--- src/rtl/ca_random_arbiter_if.sv ---
// rtl/ca_random_arbiter_if.sv - client-side request/grant/data bundle of the shared CA random arbiter
interface ca_random_arbiter_if #(
    parameter int Width      = 32,
    parameter int Requesters = 4
);
    logic [Requesters-1:0] req;
    logic [Requesters-1:0] grant;
    logic [Width-1:0]      data;
    logic                  ready;

    modport master (
        output req,
        input  grant,
        input  data,
        input  ready
    );

    modport slave (
        input  req,
        output grant,
        output data,
        output ready
    );
endinterface

--- src/rtl/ca_random_arbiter.sv ---
// rtl/ca_random_arbiter.sv - sequences one CA random generator (reset, warm-up) and shares its words round-robin
module ca_random_arbiter #(
    parameter int Width        = 32,
    parameter int Requesters   = 4,
    parameter int WarmupCycles = 16,
    parameter int FreeRun      = 0
) (
    input  logic                  clk,
    input  logic                  rst,
    ca_random_arbiter_if.slave    bus,
    input  logic                  reseed,
    output logic                  rng_rst,
    output logic                  rng_ce,
    input  logic [Width-1:0]      rng_random
);
    localparam int CntW = $clog2(WarmupCycles + 1);
    localparam int PtrW = (Requesters > 1) ? $clog2(Requesters) : 1;

    typedef enum logic [1:0] {
        GEN_RST = 2'd0,
        WARMUP  = 2'd1,
        SERVE   = 2'd2
    } state_t;

    state_t                state;
    logic [CntW-1:0]       warm_cnt;
    logic [PtrW-1:0]       ptr;
    logic [Requesters-1:0] grant_q;
    logic [Width-1:0]      data_q;
    logic                  ready_q;

    logic [Requesters-1:0] eligible;
    logic [Requesters-1:0] onehot;
    logic [PtrW-1:0]       winner;
    logic [PtrW-1:0]       ptr_next;
    logic                  found;
    logic                  do_grant;

    assign bus.grant = grant_q;
    assign bus.data  = data_q;
    assign bus.ready = ready_q;

    // A client granted last cycle is masked so every grant consumes a distinct generator step.
    assign eligible = bus.req & ~grant_q;

    always_comb begin
        found  = 1'b0;
        winner = '0;
        for (int k = 0; k < Requesters; k++) begin
            if (!found && eligible[(int'(ptr) + k) % Requesters]) begin
                found  = 1'b1;
                winner = PtrW'((int'(ptr) + k) % Requesters);
            end
        end
    end

    always_comb begin
        onehot         = '0;
        onehot[winner] = 1'b1;
    end

    // ptr holds the search start, i.e. one past the last winner.
    assign ptr_next = (winner == PtrW'(Requesters - 1)) ? '0 : winner + 1'b1;
    assign do_grant = (state == SERVE) && found && !reseed;
    assign rng_rst  = (state == GEN_RST);
    assign rng_ce   = (state == WARMUP) ||
                      ((state == SERVE) && (do_grant || (FreeRun != 0)));

    always_ff @(posedge clk or negedge rst) begin
        if (!rst) begin
            state    <= GEN_RST;
            warm_cnt <= '0;
            ptr      <= '0;
            grant_q  <= '0;
            data_q   <= '0;
            ready_q  <= 1'b0;
        end else begin
            grant_q <= '0;
            ready_q <= (state == SERVE) && !reseed;
            case (state)
                GEN_RST: begin
                    warm_cnt <= '0;
                    state    <= WARMUP;
                end
                WARMUP: begin
                    if (reseed) begin
                        warm_cnt <= '0;
                        state    <= GEN_RST;
                    end else if (warm_cnt == CntW'(WarmupCycles - 1)) begin
                        warm_cnt <= '0;
                        state    <= SERVE;
                    end else begin
                        warm_cnt <= warm_cnt + 1'b1;
                    end
                end
                SERVE: begin
                    if (reseed) begin
                        state <= GEN_RST;
                    end else if (found) begin
                        grant_q <= onehot;
                        data_q  <= rng_random;
                        ptr     <= ptr_next;
                    end
                end
                default: state <= GEN_RST;
            endcase
        end
    end
endmodule

--- src/flat_wrapper.sv ---
// flat-port wrapper written by rule: the top's interface ports become plain ports
module ca_random_arbiter_flat 
#(
    parameter int Width        = 32,
    parameter int Requesters   = 4,
    parameter int WarmupCycles = 16,
    parameter int FreeRun      = 0
)
  (clk, rst, reseed, rng_rst, rng_ce, rng_random, bus_req, bus_grant, bus_data, bus_ready);
  ca_random_arbiter_if #(.Width(Width), .Requesters(Requesters)) bus_i ();
  input  logic clk;
  input  logic rst;
  input  logic reseed;
  output logic rng_rst;
  output logic rng_ce;
  input  logic [Width-1:0] rng_random;
  input wire logic [$bits(bus_i.req)-1:0] bus_req;
  output wire logic [$bits(bus_i.grant)-1:0] bus_grant;
  output wire logic [$bits(bus_i.data)-1:0] bus_data;
  output wire logic [$bits(bus_i.ready)-1:0] bus_ready;
  assign bus_i.req = bus_req;
  assign bus_grant = bus_i.grant;
  assign bus_data = bus_i.data;
  assign bus_ready = bus_i.ready;
  ca_random_arbiter #(.Width(Width), .Requesters(Requesters), .WarmupCycles(WarmupCycles), .FreeRun(FreeRun)) u_core (.clk(clk), .rst(rst), .bus(bus_i), .reseed(reseed), .rng_rst(rng_rst), .rng_ce(rng_ce), .rng_random(rng_random));
endmodule
--- config.mk ---
export PLATFORM = sky130hd
export DESIGN_NAME = ca_random_arbiter_flat
export DESIGN_NICKNAME = d
export VERILOG_FILES = /design/src/rtl/ca_random_arbiter_if.sv /design/src/rtl/ca_random_arbiter.sv /design/src/flat_wrapper.sv
export SDC_FILE = /design/constraint.sdc
export NUM_CORES = 1
export LEC_CHECK = 0
export ABC_AREA = 1
export CELL_PAD_IN_SITES_DETAIL_PLACEMENT = 1
export CELL_PAD_IN_SITES_GLOBAL_PLACEMENT = 1
export CORE_ASPECT_RATIO = 1.75
export CORE_MARGIN = 2
export CORE_UTILIZATION = 32
export DETAILED_ROUTE_END_ITERATION = 16
export PLACE_DENSITY = 0.86
export SLEW_MARGIN = 15
export SYNTH_ARGS = -nofsm -noshare
export SYNTH_HDL_FRONTEND = slang
export SYNTH_SLANG_ARGS = --single-unit
export TNS_END_PERCENT = 10
--- constraint.sdc ---
create_clock -name clk -period 2.4 [get_ports clk]
set_clock_uncertainty 0.05 [all_clocks]
set_input_delay 0.48 -clock clk [delete_from_list [all_inputs] [get_ports clk]]
set_output_delay 0.48 -clock clk [all_outputs]
set_load 0.02 [all_outputs]
* Yosys cells after proc, flatten, opt, wreduce, memory -nomap -nowiden
Index checks and enable logic that the tools add are counted.
Widths: inputs -> output; s select.
** Storage, ports and cells
- Register bits after elaboration :: 46
- Input bits :: 39
- Logic and storage cells :: 81
** Operators by class
- Add/subtract/negate cells :: 5
- Order comparisons :: 6
- Eq/ne operators :: 6
- Muxes and demuxes :: 32
- Bitwise gates (word level) :: 6
- Reduce and logical (&&, ||, !) cells :: 20
** Operators by type and width (count)
- $mux 2 :: 8
- $lt 3x4->1 const B :: 3
- $mux 1 :: 12
- $mux 4 :: 3
- $mux 5 :: 2
- $pmux 5 s2 :: 1
- $bmux 1 s2 :: 4
- $logic_and 1x1->1 :: 8
- $lt 2x3->1 const B :: 2
- $pmux 2 s3 :: 1
- $reduce_or 2->1 :: 3
- $add 5x1->5 const B :: 1
- $eq 5x4->1 const B :: 1
- $add 2x1->2 const B :: 2
- $add 2x2->2 const B :: 2
- $and 4x4->4 :: 1
- $eq 2x2->1 const B :: 2
- $logic_not 1->1 :: 4
- $not 4->4 :: 1
- $and 1x1->1 const A :: 3
- $ne 3x3->1 const B :: 1
- $reduce_and 3->1 :: 1
- $demux 1 s2 :: 1
- $eq 2x1->1 const B :: 1
- other kinds (7) :: 7

* Depth between registers and ports, before layout
- Word-level depth :: 21
- Gate-level depth with buffers :: 15
- Mapped depth without buffers :: 14

* Worst setup path before layout
Ideal clock, no wire load.
- Path kind :: register -> output
- From :: register u_core.ptr[0]
- To :: output rng_ce
- Arrival time :: 1425 ps
- Required time :: 1870 ps
- Slack :: 445 ps
- Cell stages (with the launch flop) :: 11
- Cells stage by stage :: dfrtp_1 > buf_4 > inv_4 > nand2_2 > nand2_2 > nand3_2 > nand2_2 > nand4_4 > nand2_2 > buf_2 > nand2_1
** Between the ends
- Cells in the longest elaborated chain, start to end :: 16
- Elaborated cells on any way between the ends :: 28
- Those cells by class :: 3 x add/sub; 15 x mux; 10 x reduce/logical
** RTL lines
- from (decl) :: RTL line ca_random_arbiter.sv:27 : logic [PtrW-1:0] ptr;
- from (signal assigned) :: RTL line ca_random_arbiter.sv:102 : ptr <= ptr_next;
- $add 2x1->2 or $bmux 1 s2 (tied branches) :: RTL line ca_random_arbiter.sv:50 : if (!found && eligible[(int'(ptr) + k) % Requesters]) begin
- $bmux 1 s2 or $mux 1 (tied branches) :: RTL line ca_random_arbiter.sv:50
- $mux 1 (implied by the code) :: RTL line ca_random_arbiter.sv:50
- $mux 1 (implied by the code) or $logic_not 1->1 (tied branches) :: RTL line ca_random_arbiter.sv:50
- $logic_and 1x1->1 :: RTL line ca_random_arbiter.sv:50
- $mux 1 :: RTL line ca_random_arbiter.sv:50
- $logic_not 1->1 :: RTL line ca_random_arbiter.sv:50
- $logic_and 1x1->1 :: RTL line ca_random_arbiter.sv:50
- $mux 1 :: RTL line ca_random_arbiter.sv:50
- $logic_not 1->1 :: RTL line ca_random_arbiter.sv:50
- $logic_and 1x1->1 :: RTL line ca_random_arbiter.sv:50
- $mux 1 * :: RTL line ca_random_arbiter.sv:50
- $logic_and 1x1->1 * (2 in series) :: RTL line ca_random_arbiter.sv:64 : assign do_grant = (state == SERVE) && found && !reseed;
- $logic_and 1x1->1 * :: RTL line ca_random_arbiter.sv:67 : ((state == SERVE) && (do_grant || (FreeRun != 0)));
- $logic_or 1x1->1 * :: RTL line ca_random_arbiter.sv:66 : assign rng_ce = (state == WARMUP) ||
- to (decl) :: RTL line flat_wrapper.sv:15 : output logic rng_ce;
Every way passes the cells marked *; elsewhere a longest branch is shown, timed or not. The select of a mux whose other input is x is not followed.

* Worst setup path in the final report
- From :: input bus_req[3]
- To :: output rng_ce
** Between the ends
- Cells in the longest elaborated chain, start to end :: 17
- Elaborated cells on any way between the ends :: 26
- Those cells by class :: 15 x mux; 1 x bitwise; 10 x reduce/logical
** RTL lines
- from (decl) :: RTL line flat_wrapper.sv:17 : input wire logic [$bits(bus_i.req)-1:0] bus_req;
- $and 4x4->4 * :: RTL line ca_random_arbiter.sv:44 : assign eligible = bus.req & ~grant_q;
- $bmux 1 s2 :: RTL line ca_random_arbiter.sv:50
- $mux 1 (implied by the code) :: RTL line ca_random_arbiter.sv:50
- $mux 1 :: RTL line ca_random_arbiter.sv:50
- $logic_not 1->1 :: RTL line ca_random_arbiter.sv:50
- $logic_and 1x1->1 :: RTL line ca_random_arbiter.sv:50
- $mux 1 :: RTL line ca_random_arbiter.sv:50
- $logic_not 1->1 :: RTL line ca_random_arbiter.sv:50
- $logic_and 1x1->1 :: RTL line ca_random_arbiter.sv:50
- $mux 1 :: RTL line ca_random_arbiter.sv:50
- $logic_not 1->1 :: RTL line ca_random_arbiter.sv:50
- $logic_and 1x1->1 :: RTL line ca_random_arbiter.sv:50
- $mux 1 * :: RTL line ca_random_arbiter.sv:50
- $logic_and 1x1->1 * (2 in series) :: RTL line ca_random_arbiter.sv:64
- $logic_and 1x1->1 * :: RTL line ca_random_arbiter.sv:67
- $logic_or 1x1->1 * :: RTL line ca_random_arbiter.sv:66
Marks and branches as above.

==> results.cfg <==
[placed_design]
dp_hpwl_um = 4820
place.port_buffers = 77
gp_congestion = 0.764
placed_cell_area_um2 = 3090
pre_cts_ws_ns = -0.329

[pwr]
p_sw_share_pct = 41.2
seq_power_share_pct = 30.6
finalPower_w = 0.00423
p_switching_w = 0.00174
pwr-share-clk_pct = 18.5
powerDensity_nw_per_um2 = 1290
leakage_nw = 1.62
comb_power_share_pct = 50.9
internal-power_w = 0.00249
ir_drop_mv = 0.752

[flow_run]
cap_violations = 0

[yosys]
syn_inst = 269
synth_area_um2 = 2210
ys_seq_area_share_pct = 52.0
synthDistinctLibCells = 23
synth_largest_area_cell = dfrtp_1
synth_nets = 313
ys_seq_elements = 46
yosysWarnings = 0
synth_top_area_share_pct = 52.0
postSynthAreaPerCell_um2 = 8.23
yosys-top-cells-area = dfrtp_1 52%, nand2_1 17%, nand3_1 12%, inv_1 3.1%, ha_1 2.8%

[routing]
viasPerCell = 4.75
wl_um = 6440
met1_length_um = 2360
ant_nets = 0
drcViolationCount = 0
wl_per_cell_um = 14.7
drtPass1Iterations = 4
routed-wl-met3_um = 202
vias = 2074
dr.max_layer_used = met4
met2WireLength_um = 3730
drtIter0Drc = 63

[setup_path]
worstPathRequired_ns = 1.87
worst_ep_arrival_time_ns = 1.71
crit_fanout = 3
critical_path_class = input pin to output port
end_kind = output port
critPathLaunchType = input pin

[sta]
setup_tns_ns = 0
rsz0062_at_grt = false
setup_violations = 0
slew_violations = 0
tightest_slew_ns = 0.397
fin_ws_ns = 0.164
period_minus_slack_ns = 2.24
post-route-period-util_pct = 93.2
finalHoldViolCount = 0
fmax_mhz = 447
slew_headroom_pct = 73.5

[layout]
layout_commonest_cell = nand2_1
final_area_um2 = 3280
postLayoutCoreUtil_pct = 48.2
fill_cells = 812
drive_gt1_share_pct = 11.3
n_antenna_cell = 0
area_delta_synth_final_pct = 48.2
final_cell_mix = 98 x nand2_1, 75 x clkdlybuf4s50_1, 47 x nand3_1
multi_input_area_um2 = 931
seqCellArea_um2 = 1150
fin_nets = 396

[cts]
cts_buffers = 5
clock_sinks = 46
post_cts_buffers = 0
ctsHoldBuffers = 0
cts.repair.resized = 3
clk_pin_slew_ns = 0.06
cts-root-buf = clkbuf_16
cts_tree = done
clockBufferDepth = 2
htree_levels = 2
clock_latency_ns = 0.29

[grt]
antenna_found_initial = 0
grt_pass1_wl_um = 10700
grt_overflow = 0
track_usage_pct = 18.7
grt_pass1_vias = 2214
grt_max_degree = 39

[floorplanning]
core_um2 = 6810
rows = 40
die_w_um = 66.9
fp.dieH_um = 114
dieArea_um2 = 7620
io_pins = 78
initial_utilization_pct = 32.5

[hold_path]
hold_class = input pin to asynchronous set/reset pin

[status]
status = finished clean
## sequential cells by signal, summed over array words and instances (netlist names)
name              count
u_core.state          2
u_core.bus.grant      4
u_core.bus.ready      1
u_core.ptr            2
u_core.warm_cnt       5
u_core.bus.data      32
## final cells by class
| class | instances | share of cell area (%) |
|---|---|---|
| Inverter | 21 | 2.56 |
| Clock buffer | 7 | 4.04 |
| Timing Repair Buffer | 88 | 25.7 |
| Tap cell | 84 | 3.20 |
| Multi-Input combinational cell | 190 | 28.4 |
| Clock inverter | 1 | 0.916 |
| Sequential cell | 46 | 35.2 |
## cell families after synthesis
logic type | Yosys count | share of synthesized area [%]
flops | 46 | 52.0
simple gates | 175 | 35.3
xor+xnor | 2 | 0.792
fa+ha+maj | 5 | 2.83
buf+inv | 33 | 7.07
compound gates | 8 | 1.98
## per-stage QoR
| step | hold slack (ns) | cells |
|---|---|---|
| after floorplan | 0.134 | 269 |
| after global placement | 0.345 | 429 |
| after detailed placement | 0.351 | 429 |
| after CTS | 0.0330 | 437 |
| after global routing | 0.0367 | 437 |
| final | 0.0324 | 437 |
## metal layers
metal,up-vias,GRT usage (%)
met1,1002,19.2
met5,-,0
met2,44,35.9
li1,1018,-
met4,0,7.62
met3,10,2.96
## power by group through the flow
stage / logic [W] / registers, W / clock network, W
final: 0.00215 / 0.00130 / 0.000781
after global placement: 0.00210 / 0.00128 / 0
after CTS: 0.00219 / 0.00130 / 0.000800
after floorplan: 0.000940 / 0.00153 / 0
after detailed placement: 0.00218 / 0.00130 / 0
after global routing: 0.00239 / 0.00134 / 0.000831
## cell usage after synthesis
| cell type | number |
|---|---|
| nand2_1 | 99 |
| nand3_1 | 51 |
| dfrtp_1 | 46 |
| inv_1 | 18 |
| nor2_1 | 11 |
| nand2_2 | 6 |
| o21ai_0 | 6 |
| ha_1 | 5 |
| buf_2 | 4 |
| clkbuf_1 | 3 |
| nand3_2 | 3 |
| nand4_1 | 3 |
| buf_4 | 2 |
| buf_6 | 2 |
| inv_4 | 2 |
| a21oi_1 | 1 |
| a22o_1 | 1 |
| buf_1 | 1 |
| clkinv_1 | 1 |
| nand4_4 | 1 |
| or2_2 | 1 |
| xnor2_1 | 1 |
| xor2_1 | 1 |
## path summary, 6_finish.rpt
kind | startpoint | end | slack [ns] | cells past startpoint
max in group asynchronous | rst | u_core.ptr[0] | 1.68 | 2
worst max-delay path | bus_req[3] | rng_ce | 0.16 | 8
worst min-delay path | rst | u_core.bus.data[29] | 0.03 | 1
min in group clk | u_core.bus.data[18] | u_core.bus.data[18] | 0.42 | 2
worst max register to register | u_core.ptr[0] | u_core.ptr[1] | 0.20 | 13
worst min register to register | u_core.bus.data[18] | u_core.bus.data[18] | 0.42 | 2
## worst max-delay path, stage by stage
cell	delay (ns)
clkdlybuf4s50_1	0.49
nand3_1	0.14
nand3_1	0.14
nand2_2	0.09
nand4_4	0.11
nand2_2	0.06
nand2_1	0.05
buf_2	0.15
Power figures use the tool's default switching activity.
